## src/rtl/flash_cmd_pkg.sv

```systemverilog
// ============================================================================
//  Module      : flash_cmd_pkg
//  Description : SPI flash opcodes, status bit index and sequencer state
//                encoding shared by the page programmer.
//                FLASH_PROG_ERASE_EN adds the erase-phase states.
//  Revision    : 1.0 - initial release
// ============================================================================
`default_nettype none

package flash_cmd_pkg;

  localparam logic [7:0] CMD_WREN = 8'h06;
  localparam logic [7:0] CMD_PE   = 8'h81;
  localparam logic [7:0] CMD_PP   = 8'h02;
  localparam logic [7:0] CMD_RDSR = 8'h05;

  // Write-in-progress bit of the status register
  localparam int WIP_BIT = 0;

  typedef enum logic [3:0] {
    S_IDLE    = 4'd0,
`ifdef FLASH_PROG_ERASE_EN
    S_WREN_A  = 4'd1,
    S_PE      = 4'd2,
    S_POLL_E  = 4'd3,
`endif
    S_WREN_B  = 4'd4,
    S_PP_WAIT = 4'd5,
    S_PP      = 4'd6,
    S_POLL_P  = 4'd7,
    S_GAP     = 4'd8,
    S_DONE    = 4'd9
  } prog_state_t;

endpackage

`default_nettype wire

```

## src/rtl/flash_page_buffer.sv

```systemverilog
// ============================================================================
//  Module      : flash_page_buffer
//  Description : 256 x 8 simple dual-port page buffer, one write port and one
//                synchronous read port (1-cycle read latency).
//  Revision    : 1.0 - initial release
// ============================================================================
`default_nettype none

module flash_page_buffer (
  input  logic       clk,
  input  logic       rst,
  input  logic       we,
  input  logic [7:0] waddr,
  input  logic [7:0] wdata,
  input  logic [7:0] raddr,
  output logic [7:0] rdata
);

  logic [7:0] mem [0:255];

  // Write port: storage array has no reset
  always_ff @(posedge clk) begin
    if (we) mem[waddr] <= wdata;
  end

  // Read port: registered output so the consumer sees a clean reset value
  always_ff @(posedge clk or posedge rst) begin
    if (rst) rdata <= 8'h00;
    else     rdata <= mem[raddr];
  end

endmodule

`default_nettype wire

```

## src/rtl/flash_page_programmer.sv

```systemverilog
// ============================================================================
//  Module      : flash_page_programmer
//  Description : Loads one page into a local buffer and programs it through
//                the SPI flash interface: WREN, [PE, RDSR poll], WREN, PP,
//                RDSR poll. Build macro FLASH_PROG_ERASE_EN enables the
//                page-erase phase.
//  Revision    : 1.0 - initial release
// ============================================================================
`default_nettype none

module flash_page_programmer
  import flash_cmd_pkg::*;
#(
  parameter int CS_HIGH_CYCLES = 4,
  parameter int MAX_POLLS      = 65535
) (
  input  logic        serialClk,
  input  logic        rst,
  input  logic        start,
  input  logic [23:0] startAddr,
  input  logic [8:0]  startLen,
  input  logic [7:0]  wrData,
  input  logic        wrValid,
  output logic        wrReady,
  output logic        busy,
  output logic        done,
  output logic        error,
  output logic        interfaceEnable_n,
  output logic [7:0]  fCommand,
  output logic [23:0] fAddress,
  output logic [7:0]  fData_WR,
  input  logic [7:0]  fData_RD,
  input  logic        RdDataValid,
  input  logic        WrDataReady,
  input  logic        cmdFinished
);

`ifdef FLASH_PROG_ERASE_EN
  localparam prog_state_t FIRST_STATE = S_WREN_A;
`else
  localparam prog_state_t FIRST_STATE = S_WREN_B;
`endif
  // GAP is entered on the release edge, so it lasts CS_HIGH_CYCLES-1 edges
  // and the following command state pulls the enable low on the next edge.
  localparam logic [15:0] GAP_LAST  = 16'(CS_HIGH_CYCLES - 2);
  localparam logic [31:0] POLL_LAST = 32'(MAX_POLLS - 1);

  prog_state_t state, after_gap;
  logic [23:0] addr_q;
  logic [8:0]  len, fill_count, fin_count;
  logic [7:0]  pp_idx;
  logic [15:0] gap_count;
  logic [31:0] poll_count;
  logic        wdr_q, full_q, accept;
  logic [9:0]  end_sum;
  logic        status_unused;

  // Status is only read on the cmdFinished edge; upper bits and the read
  // strobe carry nothing this sequencer needs.
  assign status_unused = ^{fData_RD[7:1], RdDataValid};

  assign wrReady = busy && (fill_count < len);
  assign accept  = wrValid && wrReady;
  assign end_sum = {2'b00, startAddr[7:0]} + {1'b0, startLen};

  flash_page_buffer u_buffer (
    .clk   (serialClk),
    .rst   (rst),
    .we    (accept),
    .waddr (fill_count[7:0]),
    .wdata (wrData),
    .raddr (pp_idx),
    .rdata (fData_WR)
  );

  // Sequencer FSM together with fill/finish/poll/gap counters and the
  // registered outputs towards the SPI interface
  always_ff @(posedge serialClk or posedge rst) begin
    if (rst) begin
      state             <= S_IDLE;
      after_gap         <= S_IDLE;
      interfaceEnable_n <= 1'b1;
      fCommand          <= 8'h00;
      fAddress          <= 24'h0;
      busy              <= 1'b0;
      done              <= 1'b0;
      error             <= 1'b0;
      addr_q            <= 24'h0;
      len               <= 9'd0;
      fill_count        <= 9'd0;
      fin_count         <= 9'd0;
      pp_idx            <= 8'd0;
      gap_count         <= 16'd0;
      poll_count        <= 32'd0;
      wdr_q             <= 1'b0;
      full_q            <= 1'b0;
    end else begin
      done   <= 1'b0;
      error  <= 1'b0;
      wdr_q  <= WrDataReady;
      // One-cycle delayed "page full" so byte 0 has been read out of the
      // buffer before PP is enabled
      full_q <= (fill_count == len);
      if (accept) fill_count <= fill_count + 9'd1;

      case (state)
        S_IDLE: begin
          if (start) begin
            if (startLen == 9'd0 || end_sum > 10'd256) begin
              error <= 1'b1;
            end else begin
              addr_q     <= startAddr;
              len        <= startLen;
              fill_count <= 9'd0;
              pp_idx     <= 8'd0;
              busy       <= 1'b1;
              state      <= FIRST_STATE;
            end
          end
        end
`ifdef FLASH_PROG_ERASE_EN
        S_WREN_A: begin
          if (interfaceEnable_n) begin
            interfaceEnable_n <= 1'b0;
            fCommand          <= CMD_WREN;
            fAddress          <= 24'h0;
          end else if (cmdFinished) begin
            interfaceEnable_n <= 1'b1;
            gap_count         <= 16'd0;
            after_gap         <= S_PE;
            state             <= S_GAP;
          end
        end
        S_PE: begin
          if (interfaceEnable_n) begin
            interfaceEnable_n <= 1'b0;
            fCommand          <= CMD_PE;
            fAddress          <= {addr_q[23:8], 8'h00};
          end else if (cmdFinished) begin
            interfaceEnable_n <= 1'b1;
            poll_count        <= 32'd0;
            gap_count         <= 16'd0;
            after_gap         <= S_POLL_E;
            state             <= S_GAP;
          end
        end
`endif
        S_WREN_B: begin
          if (interfaceEnable_n) begin
            interfaceEnable_n <= 1'b0;
            fCommand          <= CMD_WREN;
            fAddress          <= 24'h0;
          end else if (cmdFinished) begin
            interfaceEnable_n <= 1'b1;
            gap_count         <= 16'd0;
            after_gap         <= S_PP_WAIT;
            state             <= S_GAP;
          end
        end
        S_PP_WAIT: begin
          if (full_q) begin
            interfaceEnable_n <= 1'b0;
            fCommand          <= CMD_PP;
            fAddress          <= addr_q;
            fin_count         <= 9'd0;
            state             <= S_PP;
          end
        end
        S_PP: begin
          if (WrDataReady && !wdr_q) pp_idx <= pp_idx + 8'd1;
          if (cmdFinished) begin
            if (fin_count == len - 9'd1) begin
              interfaceEnable_n <= 1'b1;
              poll_count        <= 32'd0;
              gap_count         <= 16'd0;
              after_gap         <= S_POLL_P;
              state             <= S_GAP;
            end else begin
              fin_count <= fin_count + 9'd1;
            end
          end
        end
`ifdef FLASH_PROG_ERASE_EN
        S_POLL_E, S_POLL_P: begin
`else
        S_POLL_P: begin
`endif
          if (interfaceEnable_n) begin
            interfaceEnable_n <= 1'b0;
            fCommand          <= CMD_RDSR;
            fAddress          <= 24'h0;
          end else if (cmdFinished) begin
            interfaceEnable_n <= 1'b1;
            gap_count         <= 16'd0;
            if (!fData_RD[WIP_BIT]) begin
              if (state == S_POLL_P) after_gap <= S_DONE;
              else                   after_gap <= S_WREN_B;
              state <= S_GAP;
            end else if (poll_count == POLL_LAST) begin
              error <= 1'b1;
              busy  <= 1'b0;
              state <= S_IDLE;
            end else begin
              poll_count <= poll_count + 32'd1;
              after_gap  <= state;
              state      <= S_GAP;
            end
          end
        end
        S_GAP: begin
          if (gap_count == GAP_LAST) state <= after_gap;
          else                       gap_count <= gap_count + 16'd1;
        end
        S_DONE: begin
          done  <= 1'b1;
          busy  <= 1'b0;
          state <= S_IDLE;
        end
        default: state <= S_IDLE;
      endcase
    end
  end

endmodule

`default_nettype wire

```

## config.mk

```make
export PLATFORM = sky130hd
export DESIGN_NAME = flash_page_programmer
export DESIGN_NICKNAME = d
export VERILOG_FILES = /design/src/rtl/flash_cmd_pkg.sv /design/src/rtl/flash_page_buffer.sv /design/src/rtl/flash_page_programmer.sv
export SDC_FILE = /design/constraint.sdc
export NUM_CORES = 2
export LEC_CHECK = 0
export CORE_ASPECT_RATIO = 1.5
export CORE_MARGIN = 1
export CORE_UTILIZATION = 55
export DETAILED_ROUTE_END_ITERATION = 8
export DONT_BUFFER_PORTS = 1
export PLACE_DENSITY = 0.7
export SETUP_SLACK_MARGIN = 0.02
export SLEW_MARGIN = 15
export SYNTH_ARGS = -nofsm -noshare
export SYNTH_HDL_FRONTEND = slang
export SYNTH_SLANG_ARGS = --single-unit
```

## constraint.sdc

```tcl
create_clock -name serialClk -period 13.6 [get_ports serialClk]
set_clock_uncertainty 0.1 [all_clocks]
set_input_delay 1.36 -clock serialClk [delete_from_list [all_inputs] [get_ports serialClk]]
set_output_delay 1.36 -clock serialClk [all_outputs]
set_load 0.02 [all_outputs]
```

==> results.json <==
{
  "cts.sinks": 2204,
  "grt_pass1_wl_mm": 289,
  "clockRootBuffer": "clkbuf_16",
  "r2r_slack_ns": 8.44,
  "cp_data_arrival_time_ns": 5.71,
  "cts_max_level": 4,
  "grt_usage_pct": 24.9,
  "clk_pin_slew_worst_paths_ns": 0.07,
  "synthMuxAreaShare_pct": 13.5,
  "totalWireLength_mm": 195,
  "worst_hold_slack_ns": 0.373,
  "synth_ff_type": "edfxtp_1",
  "worstPathMaxFanout": 39,
  "power.internal_mw": 11.5,
  "rows": 177,
  "design.die.area_um2": 159000,
  "r2r_start": "pp_idx[0]$_DFFE_PP0P_",
  "synthArstFlopShare_pct": 7.08,
  "critical_path_class": "reg -> reg",
  "vias": 42400,
  "antenna_found_initial": 4,
  "synthAdderAreaFrac_pct": 0.428,
  "die_y_um": 488,
  "timing.rr.end": "u_buffer.rdata[6]$_DFF_PP0_",
  "rsz0062_at_grt": "no",
  "pwr-share-comb_pct": 10.3,
  "cts_setup_buffers": 0,
  "ys_seq_area_share_pct": 75.6,
  "synth_area_per_cell_um2": 19.5,
  "ff_latch_area_um2": 65400,
  "ys_warn_count": 0,
  "p_seq_share_pct": 52.2,
  "clkPwrFrac_pct": 37.5,
  "min_from": "addr_q[14]$_DFFE_PP0P_",
  "core_um2": 155000,
  "ant_nets": 0,
  "timing.final.crit_share_pct": 37.9,
  "cts_tree": "built",
  "grt_overflow": 0,
  "fmax_mhz": 194,
  "area_growth_pct": 9.74,
  "start_util_pct": 55.6,
  "final_core_util_pct": 61.0,
  "min_to": "addr_q[14]$_DFFE_PP0P_",
  "layout-drive-gt1-share_pct": 19.8,
  "portBuffers": 0,
  "fin_area_um2": 94900,
  "whs_path_depth": 2,
  "worstMarginPinSlew_ns": 1.16,
  "end_kind": "register",
  "nNetsFinal": 4507,
  "drc_errors": 0,
  "p_sw_share_pct": 23.2,
  "synth_xor_area_share_pct": 0.324,
  "cts.path.max_buffers": 3,
  "multi_input_area_um2": 19800,
  "report.final.slew_viol_count": 0,
  "drtIter0Drc": 4241,
  "power.density_nw_per_um2": 157,
  "clk_latency_ns": 0.82,
  "min_path_type": "reg -> reg",
  "grt_pass1_vias": 43500,
  "drt_first_pass_iters": 5,
  "synth_cell_type_count": 72,
  "grt_start_max_net_pins": 257,
  "maxSlewHeadroom_pct": 22.2,
  "synth_top_family_by_area": "multiplexers",
  "hpwl_mm": 113,
  "dpl-instance-area_um2": 88400,
  "startpoint_type": "register",
  "ctsHoldBuffers": 0,
  "max-vdd-ir-drop_uv": 113,
  "cts_inserted_buffers": 194,
  "final-setup-viol-count": 0,
  "synth_edf_count": 2048,
  "ys_ff_latch": 2204,
  "fin_tns_setup_ns": 0,
  "viasPerCell": 6.37,
  "hold_viol_final": 0,
  "netlist.top_cell.by_area": "edfxtp_1",
  "yosysTopAreaCellShare_pct": 71.1,
  "min_period_ns": 5.16,
  "synth-simple-area-share_pct": 3.98,
  "cts_resized": 0,
  "die_x_um": 326,
  "ioPinCount": 101,
  "status": "completed",
  "p_total_mw": 14.9,
  "maxCapViolations": 0,
  "place.gp.congestion": 0.811,
  "nFillCells": 10800,
  "p_leak_nw": 29.4,
  "switchingPower_mw": 3.46,
  "reg2regPathDepth": 8,
  "syn-instance-count": 4434,
  "wl_per_cell_um": 29.4,
  "critical_path_required_ns": 14.15,
  "synth_area_leaders": "edfxtp_1 (71%), mux4_2 (13%), dfrtp_1 (4.5%)",
  "synthesis.area_um2": 86500,
  "synth_compound_area_share_pct": 4.54
}
-- cell families (layout without fill, tap and decap cells) --
logic type / Yosys count / after routing
AO/OA/AOI/OAI: 560 / 560
XOR/XNOR: 32 / 32
adder cells (fa/ha/maj): 29 / 29
buffers and inverters: 299 / 447
flip-flops: 2204 / 2204
multiplexers: 525 / 525
other: 1 / 8
AND/OR/NAND/NOR: 784 / 784
-- sequential cells by signal, summed over array words and instances (netlist names), 3 cells and up --
name / flops
fAddress: 24
fill_count: 9
len: 9
fCommand: 3
pp_idx: 8
u_buffer.mem: 2048
after_gap: 4
u_buffer.rdata: 8
fin_count: 9
state: 4
gap_count: 16
addr_q: 24
poll_count: 32
-- layout by cell type (no fill, tap or decap), drive strengths merged, types with 10 or more instances in the layout --
master,count
o22ai,26
clkbuf,245
ha,28
nor2b,17
nand2,200
a31oi,19
nand3,61
a221oi,72
bufinv,24
o21ai,101
clkinv,81
buf,58
a22o,72
mux4,512
a21oi,95
nor2,362
a22oi,115
edfxtp,2048
xnor2,22
xor2,10
nand2b,15
and3,17
nand4,18
inv,31
o221ai,17
mux2i,11
nor3,32
nor4,17
dfrtp,155
-- per-layer routing --
metal	up-vias	track usage, %	wire [µm]
li1	18200	-	-
met1	22200	31.2	72300
met2	1590	42.9	102000
met3	384	3.74	11700
met4	0	11.8	9450
met5	-	0	0
-- Yosys cell counts (all sizes together) (7+ instances only) --
cell type and number:
o21ai 101, nand2b 15, nand3 61, o22ai 26, a221oi 72, edfxtp 2048
xor2 10, clkbuf 163, buf 107, o221ai 17, or3 7, nor2b 17
mux2i 11, a22o 72, mux4 512, or2 8, nor4 17, and3 17
nor3 32, a22oi 115, a21oi 95, and2 8, nand4 18, nor2 362
xnor2 22, a31oi 19, inv 29, dfrtp 155, ha 28, nand2 200
-- stage by stage --
stage               worst slack, ns  std cells
floorplan                      7.94       4438
global placement               8.41       6284
detailed placement             8.35       6284
CTS                            8.32       6644
global route                   8.10       6645
finish                         8.44       6647
-- power groups by stage --
stage | clock [mW] | sequential (mW) | combinational, mW
floorplan | 0 | 7.86 | 1.24
global placement | 0 | 7.93 | 1.53
detailed placement | 0 | 7.94 | 1.55
CTS | 5.67 | 7.80 | 1.56
global route | 5.91 | 7.82 | 1.67
finish | 5.61 | 7.80 | 1.53
-- how the worst max path moves through the flow --
stage,from,endpoint,slack (ns),cells past startpoint
finish,pp_idx[0]$_DFFE_PP0P_,u_buffer.rdata[6]$_DFF_PP0_,8.44,8
detailed placement,pp_idx[0]$_DFFE_PP0P_,u_buffer.rdata[6]$_DFF_PP0_,8.35,8
floorplan,rst,addr_q[0]$_DFFE_PP0P_,7.94,1
global route,pp_idx[0]$_DFFE_PP0P_,u_buffer.rdata[6]$_DFF_PP0_,8.10,8
global placement,pp_idx[0]$_DFFE_PP0P_,u_buffer.rdata[6]$_DFF_PP0_,8.41,8
CTS,pp_idx[0]$_DFFE_PP0P_,u_buffer.rdata[6]$_DFF_PP0_,8.32,8
-- final cells by class --
cell class	instances	share of cell area [%]
antenna	3	0.00791
clock buffer	245	5.57
clock inverter	115	1.25
inverter	29	0.120
multi-input combinational	1935	20.9
sequential	2204	68.9
tap	2058	2.71
timing repair buffer	58	0.512
-- critical path: stages, from the launching register on --
cell      delay [ns]
dfrtp_4         0.84
buf_4           0.73
buf_4           0.69
buf_4           0.65
mux4_2          0.58
a22oi_1         0.25
a21oi_1         0.18
nor3_1          0.62
o221ai_1        0.21
Power figures use the tool's default switching activity.
